`src/rtl/rename_stage_pkg.sv`:
```
// Shared RV32I pipeline types used by rename/dispatch.
// Physical-register and ROB-id fields are sized for the largest configuration.
package rv32i_types;

    typedef struct packed {
        logic        valid;
        logic [31:0] pc;
        logic [31:0] inst;
        logic [4:0]  rs1_s;
        logic [4:0]  rs2_s;
        logic [4:0]  rd_s;
        logic        rs1_needed;
        logic        rs2_needed;
    } instruction_info_reg_t;

    typedef struct packed {
        logic       dependency;
        logic [7:0] rob_id;
    } physical_reg_data_t;

    typedef struct packed {
        logic        valid;
        logic [31:0] pc_rdata;
        logic [31:0] inst;
        logic [4:0]  rs1_addr;
        logic [4:0]  rs2_addr;
        logic [4:0]  rd_addr;
        logic [31:0] rs1_rdata;
        logic [31:0] rs2_rdata;
        logic [31:0] rd_wdata;
    } rvfi_t;

    typedef struct packed {
        rvfi_t      rvfi;
        logic [7:0] rs1_paddr;
        logic [7:0] rs2_paddr;
        logic [7:0] rd_paddr;
        logic [7:0] rob_id;
        logic [7:0] rs1_rob;
        logic [7:0] rs2_rob;
        logic       input1_met;
        logic       input2_met;
    } dispatch_reservation_t;

endpackage

```
`src/rtl/rename_stage_prefix_alloc.sv`:
```
// Exclusive prefix count over a slot mask: idx_o[i] is the number of set
// bits below slot i, count_o the total.
module prefix_alloc #(
    parameter  int unsigned SS = 2,
    localparam int unsigned CW = $clog2(SS) + 1
) (
    input  logic [SS-1:0]         mask_i,
    output logic [SS-1:0][CW-1:0] idx_o,
    output logic [CW-1:0]         count_o
);

    always_comb begin
        logic [CW-1:0] acc;
        acc   = '0;
        idx_o = '0;
        for (int unsigned i = 0; i < SS; i++) begin
            idx_o[i] = acc;
            if (mask_i[i]) acc = acc + CW'(1);
        end
        count_o = acc;
    end

endmodule

```
`src/rtl/rename_stage.sv`:
```
// Rename stage: holds one decoded bundle, allocates physical registers and
// ROB ids, resolves intra-bundle dependencies and dispatches to RS/ROB.
module rename_stage
    import rv32i_types::*;
#(
    parameter  int unsigned SS         = 2,
    parameter  int unsigned PR_ENTRIES = 64,
    parameter  int unsigned ROB_DEPTH  = 16,
    localparam int unsigned PRW        = $clog2(PR_ENTRIES),
    localparam int unsigned ROBW       = $clog2(ROB_DEPTH),
    localparam int unsigned CW         = $clog2(SS) + 1
) (
    input  logic                            clk,
    input  logic                            rst,
    input  logic                            flush,
    input  logic                            in_valid,
    output logic                            in_ready,
    input  instruction_info_reg_t [SS-1:0]  in_inst,
    output logic [SS-1:0][4:0]              isa_rs1,
    output logic [SS-1:0][4:0]              isa_rs2,
    output logic [SS-1:0][4:0]              isa_rd,
    input  logic [SS-1:0][PRW-1:0]          rat_rs1,
    input  logic [SS-1:0][PRW-1:0]          rat_rs2,
    output logic [SS-1:0]                   rat_we,
    output logic [SS-1:0][PRW-1:0]          rat_dest,
    input  logic [PRW:0]                    fl_avail,
    input  logic [SS-1:0][PRW-1:0]          fl_regs,
    output logic [CW-1:0]                   fl_pop,
    input  physical_reg_data_t [SS-1:0]     pr_rs1,
    input  physical_reg_data_t [SS-1:0]     pr_rs2,
    input  logic [ROBW:0]                   rob_space,
    input  logic [SS-1:0][ROBW-1:0]         rob_id_next,
    input  logic [CW-1:0]                   rs_space,
    output logic                            dispatch,
    output dispatch_reservation_t [SS-1:0]  rs_entries,
    output logic [31:0]                     stall_cycles
);

    localparam int unsigned IW = (SS > 1) ? $clog2(SS) : 1;

    logic                           hold_valid_q, hold_valid_d;
    instruction_info_reg_t [SS-1:0] hold_inst_q,  hold_inst_d;
    logic [31:0]                    stall_q,      stall_d;

    logic [SS-1:0]          val_mask, dst_mask;
    logic [SS-1:0][CW-1:0]  dst_idx, rob_idx;
    logic [CW-1:0]          n_dst, n_val;
    logic [SS-1:0][PRW-1:0] new_pr;
    logic [SS-1:0][ROBW-1:0] new_rob;

    always_comb begin
        val_mask = '0;
        dst_mask = '0;
        for (int unsigned i = 0; i < SS; i++) begin
            val_mask[i] = hold_inst_q[i].valid;
            dst_mask[i] = hold_inst_q[i].valid && (hold_inst_q[i].rd_s != 5'd0);
        end
    end

    prefix_alloc #(.SS(SS)) u_dst_alloc (.mask_i(dst_mask), .idx_o(dst_idx), .count_o(n_dst));
    prefix_alloc #(.SS(SS)) u_rob_alloc (.mask_i(val_mask), .idx_o(rob_idx), .count_o(n_val));

    assign dispatch = hold_valid_q && !flush
                   && (32'(fl_avail)  >= 32'(n_dst))
                   && (32'(rob_space) >= 32'(n_val))
                   && (32'(rs_space)  >= 32'(n_val));
    assign in_ready     = (!hold_valid_q || dispatch) && !flush;
    assign fl_pop       = dispatch ? n_dst : '0;
    assign stall_cycles = stall_q;

    always_comb begin
        isa_rs1    = '0;
        isa_rs2    = '0;
        isa_rd     = '0;
        rat_we     = '0;
        rat_dest   = '0;
        new_pr     = '0;
        new_rob    = '0;
        rs_entries = '0;
        for (int unsigned i = 0; i < SS; i++) begin
            new_pr[i]  = fl_regs[IW'(dst_idx[i])];
            new_rob[i] = rob_id_next[IW'(rob_idx[i])];
        end
        for (int unsigned j = 0; j < SS; j++) begin
            logic          b1, b2;
            logic [IW-1:0] s1, s2;
            b1 = 1'b0;
            b2 = 1'b0;
            s1 = '0;
            s2 = '0;
            // Ascending scan: the last match is the youngest earlier writer.
            for (int unsigned k = 0; k < j; k++) begin
                if (dst_mask[k] && hold_inst_q[k].rd_s == hold_inst_q[j].rs1_s) begin
                    b1 = 1'b1;
                    s1 = IW'(k);
                end
                if (dst_mask[k] && hold_inst_q[k].rd_s == hold_inst_q[j].rs2_s) begin
                    b2 = 1'b1;
                    s2 = IW'(k);
                end
            end
            isa_rs1[j]  = hold_inst_q[j].rs1_s;
            isa_rs2[j]  = hold_inst_q[j].rs2_s;
            isa_rd[j]   = dst_mask[j] ? hold_inst_q[j].rd_s : 5'd0;
            rat_we[j]   = dispatch && dst_mask[j];
            rat_dest[j] = dst_mask[j] ? new_pr[j] : '0;

            rs_entries[j].rvfi.valid    = hold_inst_q[j].valid && dispatch;
            rs_entries[j].rvfi.pc_rdata = hold_inst_q[j].pc;
            rs_entries[j].rvfi.inst     = hold_inst_q[j].inst;
            rs_entries[j].rvfi.rs1_addr = hold_inst_q[j].rs1_s;
            rs_entries[j].rvfi.rs2_addr = hold_inst_q[j].rs2_s;
            rs_entries[j].rvfi.rd_addr  = hold_inst_q[j].rd_s;
            rs_entries[j].rd_paddr      = 8'(rat_dest[j]);
            rs_entries[j].rob_id        = 8'(new_rob[j]);
            rs_entries[j].rs1_paddr     = b1 ? 8'(new_pr[s1])  : 8'(rat_rs1[j]);
            rs_entries[j].rs1_rob       = b1 ? 8'(new_rob[s1]) : pr_rs1[j].rob_id;
            rs_entries[j].rs2_paddr     = b2 ? 8'(new_pr[s2])  : 8'(rat_rs2[j]);
            rs_entries[j].rs2_rob       = b2 ? 8'(new_rob[s2]) : pr_rs2[j].rob_id;
            rs_entries[j].input1_met    = !hold_inst_q[j].rs1_needed || hold_inst_q[j].rs1_s == 5'd0
                                          || (!b1 && !pr_rs1[j].dependency);
            rs_entries[j].input2_met    = !hold_inst_q[j].rs2_needed || hold_inst_q[j].rs2_s == 5'd0
                                          || (!b2 && !pr_rs2[j].dependency);
        end
    end

    always_comb begin
        hold_valid_d = hold_valid_q;
        hold_inst_d  = hold_inst_q;
        stall_d      = stall_q;
        if (flush) begin
            hold_valid_d = 1'b0;
        end else if (in_valid && in_ready) begin
            hold_valid_d = 1'b1;
            hold_inst_d  = in_inst;
        end else if (dispatch) begin
            hold_valid_d = 1'b0;
        end
        if (hold_valid_q && !dispatch && !flush && stall_q != '1) stall_d = stall_q + 32'd1;
    end

    always_ff @(posedge clk) begin
        if (rst) begin
            hold_valid_q <= 1'b0;
            stall_q      <= '0;
        end else begin
            hold_valid_q <= hold_valid_d;
            stall_q      <= stall_d;
        end
        hold_inst_q <= hold_inst_d;
    end

endmodule

```
`config.mk`:
```
export PLATFORM = sky130hd
export DESIGN_NAME = rename_stage
export DESIGN_NICKNAME = d
export VERILOG_FILES = /design/src/rtl/rename_stage_pkg.sv /design/src/rtl/rename_stage_prefix_alloc.sv /design/src/rtl/rename_stage.sv
export SDC_FILE = /design/constraint.sdc
export NUM_CORES = 1
export LEC_CHECK = 0
export CELL_PAD_IN_SITES_DETAIL_PLACEMENT = 1
export CELL_PAD_IN_SITES_GLOBAL_PLACEMENT = 1
export CORE_AREA = 8 8 305 307
export DETAILED_ROUTE_END_ITERATION = 6
export DIE_AREA = 0 0 313 315
export PLACE_DENSITY = 0.55
export SYNTH_ARGS = -nofsm -noshare
export SYNTH_HDL_FRONTEND = slang
export SYNTH_SLANG_ARGS = --single-unit
export TNS_END_PERCENT = 10
```
`constraint.sdc`:
```
create_clock -name clk -period 16 [get_ports clk]
set_clock_uncertainty 0.15 [all_clocks]
set_input_delay 4.8 -clock clk [delete_from_list [all_inputs] [get_ports clk]]
set_output_delay 4.8 -clock clk [all_outputs]
set_load 0.005 [all_outputs]
```
# Word level (Yosys, flattened, before mapping)
# Cells that the tools add are included.
[classes]
n_addsub = 3
n_eq_ne = 3
reduce_logical = 50
muxes = 21
bitwise = 1
magnitude_cmp = 5
[op_table]
columns = ["operator", "n"]
rows = [
  ["6-bit two-way mux", 6],
  ["32-bit by 1-bit adder with 32-bit output (second input constant)", 1],
  ["32-bit inequality test (second input constant)", 1],
  ["5-bit zero test", 4],
  ["1-bit logical AND", 19],
  ["8-bit two-way mux", 2],
  ["1-bit zero test", 13],
  ["5-bit == test", 2],
  ["5-bit two-way mux", 2],
  ["5-bit nonzero test", 2],
  ["1-bit logical OR", 9],
  ["4-bit two-way mux", 2],
  ["7-bit by 2-bit greater-or-equal comparator with 1-bit output", 1],
  ["1-bit two-way mux", 6],
  ["2-bit two-way mux", 3],
  ["5-bit by 2-bit greater-or-equal comparator with 1-bit output", 1],
  ["1-bit by 1-bit adder with 2-bit output (second input constant)", 2],
  ["1-bit by 2-bit < comparator with 1-bit output (second input constant)", 2],
  ["2-bit greater-or-equal comparator", 1],
  ["2-bit AND reduction", 1],
  ["2-bit nonzero test", 1],
  ["2-bit OR reduction", 1],
  ["1-bit NOT", 1],
]
[totals]
elab_cells = 101
ff_bits = 197
in_bits = 262

# Logic depth before layout (Yosys ltp)
[logic_depth]
word_depth = 13
ltp_mapped = 14

# By module
# A second synthesis with hierarchy kept.
[hier_totals]
cells_unflattened = 997
hier_area_um2 = 11125.7
[by_module_without_submodules]
columns = ["module", "area_each_um2", "instances", "cells_each"]
rows = [
  ["rename_stage", 11033.1, 1, 985],
  ["prefix_alloc", 46.3, 2, 6],
]

# Worst setup path after synthesis
# Ideal clock, no wire load.
[synth_path]
kind = "input -> output"
from = "in fl_avail[2]"
to = "out in_ready"
path_slack_ps = 5000
required_ps = 11050
path_stages = 5
n_path_buf = 0
arrival_ps = 6050
path_cell_list = "or4_4 > a2111oi_4 > nor3_1 > nor2b_1 > nor2_1"
[synth_via]
elab_chain_len = 6
[synth_lines]
columns = ["element", "line", "text"]
rows = [
  ["start: declaration", "rename_stage.sv:26", "input logic [PRW:0] fl_avail,"],
  ["7-bit by 2-bit greater-or-equal comparator with 1-bit output", "rename_stage.sv:64", "&& (32'(fl_avail) >= 32'(n_dst))"],
  ["1-bit logical AND", "rename_stage.sv:64", ""],
  ["1-bit logical AND", "rename_stage.sv:65", "&& (32'(rob_space) >= 32'(n_val))"],
  ["1-bit logical AND", "rename_stage.sv:66", "&& (32'(rs_space) >= 32'(n_val));"],
  ["1-bit logical OR", "rename_stage.sv:67", "assign in_ready = (!hold_valid_q || dispatch) && !flush;"],
  ["1-bit logical AND", "rename_stage.sv:67", ""],
  ["end: declaration", "rename_stage.sv:17", "output logic in_ready,"],
]
# No other way between the ends.

# Worst setup path after layout
[layout_path]
from = "in rob_space[1]"
to = "out rat_we[1]"
[layout_via]
elab_chain_len = 4
[layout_lines]
columns = ["element", "line", "text"]
rows = [
  ["start: declaration", "rename_stage.sv:31", "input logic [ROBW:0] rob_space,"],
  ["5-bit by 2-bit greater-or-equal comparator with 1-bit output", "rename_stage.sv:65", ""],
  ["1-bit logical AND", "rename_stage.sv:65", ""],
  ["1-bit logical AND", "rename_stage.sv:66", ""],
  ["1-bit logical AND", "rename_stage.sv:105", "rat_we[j] = dispatch && dst_mask[j];"],
  ["end: declaration", "rename_stage.sv:24", "output logic [SS-1:0] rat_we,"],
]
# No other way between the ends.

==> flow_summary.toml <==
[outcome]
status = "complete, no violations"

[cells_and_area]
area_growth_pct = 45.1
regArea_mm2 = 0.00559
num-fill-cells = 10200
multi_input_area_mm2 = 0.00283
fin_util_pct = 18.1
final_nets = 1510
drive_gt1_share_pct = 7.51

[yosys]
synth_top_area_cell = "edfxtp_1"
synth_edf_count = 164
syn_inst = 922
ys_seq_area_share_pct = 51.0
synth-main-ff-cell = "edfxtp_1"
syn_avg_cell_area_um2 = 11.9
synth_common_cells = "buf_4 (436), edfxtp_1 (164), nor2_1 (41)"
yosys_warnings = 0
yosysUniqueCellTypes = 52
yosys-top-cells-area = "edfxtp_1 (45%), buf_4 (30%), dfxtp_1 (6.0%)"
synth-seq-cells = 197
async_flop_share_pct = 0
synth_most_common_cell = "buf_4"
syn_area_mm2 = 0.0110
synth_top_area_share_pct = 45.0

[setup_path]
slowest_stage = "clkdlybuf4s50_1"
critical_path_class = "in -> out"
critPathRequiredTime_ns = 11.05
max_stage_delay_ns = 0.51
arrival_ns = 7.24
path_cells = "clkdlybuf4s50_1 -> ha_1 -> or4_1 -> a21oi_1 -> nor3_1 -> buf_4 -> and3_1 -> clkdlybuf4s50_1"
crit_buf_inv = 3
end_kind = "primary output"
cp_top_family = "buffers and inverters"
cp_max_fo = 7
crit_top_cell = "clkdlybuf4s50_1"
cp-start-kind = "input port"

[floorplanning]
rows = 109
start_util_pct = 12.5
core_area_mm2 = 0.0880
die_h_um = 315
die_w_um = 313
die_area_mm2 = 0.0986
io_pins = 794

[timing]
setup_viol = 0
period_share_pct = 76.2
hold_violations = 0
fmax_ghz = 0.0820
layout_min_cycle_time_ns = 12.19
drv_slew = 0
layout_setup_ws_ns = 3.81
rsz0062_at_grt = "no"
tightest_slew_ns = 1.16
relSlewSlack_pct = 21.9
fin_setup_tns_ns = 0

[clock_network]
clockBufferDepth = 2
clk_pin_slew_ns = 0.08
clk_latency_ns = 0.49
holdBufCountCts = 0
cts_tree = "built"
clock_sinks = 197
cts_resized = 0
root_buffer = "clkbuf_16"
cts_buffers = 17
htreeDepth = 4
cts_setup_buffers = 0

[place]
port_buffers = 525
hpwl_mm = 37.9
post-place-ws_ns = 3.78
place_congestion = 0.837

[power_and_ir_drop]
power.internal_mw = 0.906
power_frac_clock_pct = 37.9
p_switching_mw = 0.333
swShare_pct = 26.9
p_seq_share_pct = 47.6
combPwrFrac_pct = 14.5
power.density_mw_per_mm2 = 78.0
power_leakage_nw = 5.49
peakVddDrop_uv = 92.5

[detailed_routing]
routedWlPerCell_um = 18.2
drtAntennaViolNets = 0
first_iter_violations = 222
totalWireLength_mm = 44.1
drc_errors = 0
viasPerCell = 2.90
vias = 7024
firstDrtPassIters = 4

[global_route]
grt_pass1_wl_mm = 60.0
antenna_found_initial = 11
grt_pass1_vias = 7787
grt-ovfl-total = 0
grtUsageTotal_pct = 8.50
grt_start_max_net_pins = 79

[worst_hold_path]
worstHoldPathType = "reg -> reg"

[run]
cap_violations = 0
==> cell families after synthesis <==
| kind of cell | share of synthesized area, % |
|---|---|
| buf+inv | 30.7 |
| simple gates | 9.70 |
| compound gates | 1.64 |
| xor+xnor | 2.48 |
| flops | 51.0 |
| fa+ha+maj | 1.03 |
| other cells | 0.0342 |
| mux | 3.43 |
==> registers in the layout, indices dropped and copies added, names as in the netlist <==
signal / count
hold_inst_q: 6
hold_valid_q: 1
isa_rs1: 10
isa_rs2: 10
rs_entries: 138
stall_cycles: 32
==> layer usage <==
metal	wire length [um]	part of all wire, %	track usage (%)
met5	9	0.020	0
met2	21500	49	14.4
met3	5550	13	4.41
met4	1330	3.0	3.95
met1	15700	36	8.65
==> power groups by stage <==
| stage | logic [mW] | clock network [mW] | registers [mW] |
|---|---|---|---|
| floorplan | 0.111 | 0 | 0.598 |
| global placement | 0.179 | 0 | 0.601 |
| detailed placement | 0.180 | 0 | 0.601 |
| CTS | 0.181 | 0.499 | 0.590 |
| global route | 0.193 | 0.507 | 0.592 |
| finish | 0.180 | 0.470 | 0.589 |
==> path summary, 6_finish.rpt <==
path	cells after the start	end	startpoint	slack, ns
max	8	rat_we[1]	rob_space[1]	3.81
min reg2reg	2	stall_cycles[1]	stall_cycles[1]	0.40
min	2	stall_cycles[1]	stall_cycles[1]	0.40
max reg2reg	14	rs_entries[150]	rs_entries[148]	10.14
==> tightest hold or removal path: cells and delay by family (launching register included) <==
kind | cells | cell delay, ns
DFF | 1 | 0.37
AOI/OAI and AO/OA | 1 | 0.06
and+or+nand+nor | 1 | 0.08
==> placed cells by master (no fill, tap or decap), types with 8 or more instances in the layout <==
cell / instances
nand4_1: 10
dfxtp_1: 33
buf_4: 10
xnor2_1: 27
conb_1: 212
nor2b_1: 13
mux2_2: 24
and3_1: 8
nand3_1: 15
nor3_2: 10
clkdlybuf4s50_1: 525
nor2_1: 41
and2_1: 17
clkbuf_16: 17
ha_1: 9
edfxtp_1: 164
nand2_1: 12
nor3_1: 8
==> area by class of cell <==
| class | instances | share of cell area [%] |
|---|---|---|
| Sequential cell | 197 | 35.1 |
| Timing Repair Buffer | 535 | 33.5 |
| Multi-Input combinational cell | 481 | 17.8 |
| Tap cell | 1165 | 9.17 |
| Clock buffer | 17 | 2.68 |
| Clock inverter | 15 | 1.39 |
| Inverter | 7 | 0.165 |
| Antenna cell | 7 | 0.110 |
==> metrics by stage <==
stage                     hold slack (ns)  power [mW]  instance area (um^2)  instances
final                               0.396        1.24                 15900       2424
after global placement              0.363       0.780                 15200       2385
after floorplan                     0.343       0.709                 11700       1133
after CTS                           0.396        1.27                 15900       2417
after detailed placement            0.382       0.782                 15200       2385
after global routing                0.416        1.29                 15900       2421
Power figures use the tool's default switching activity.
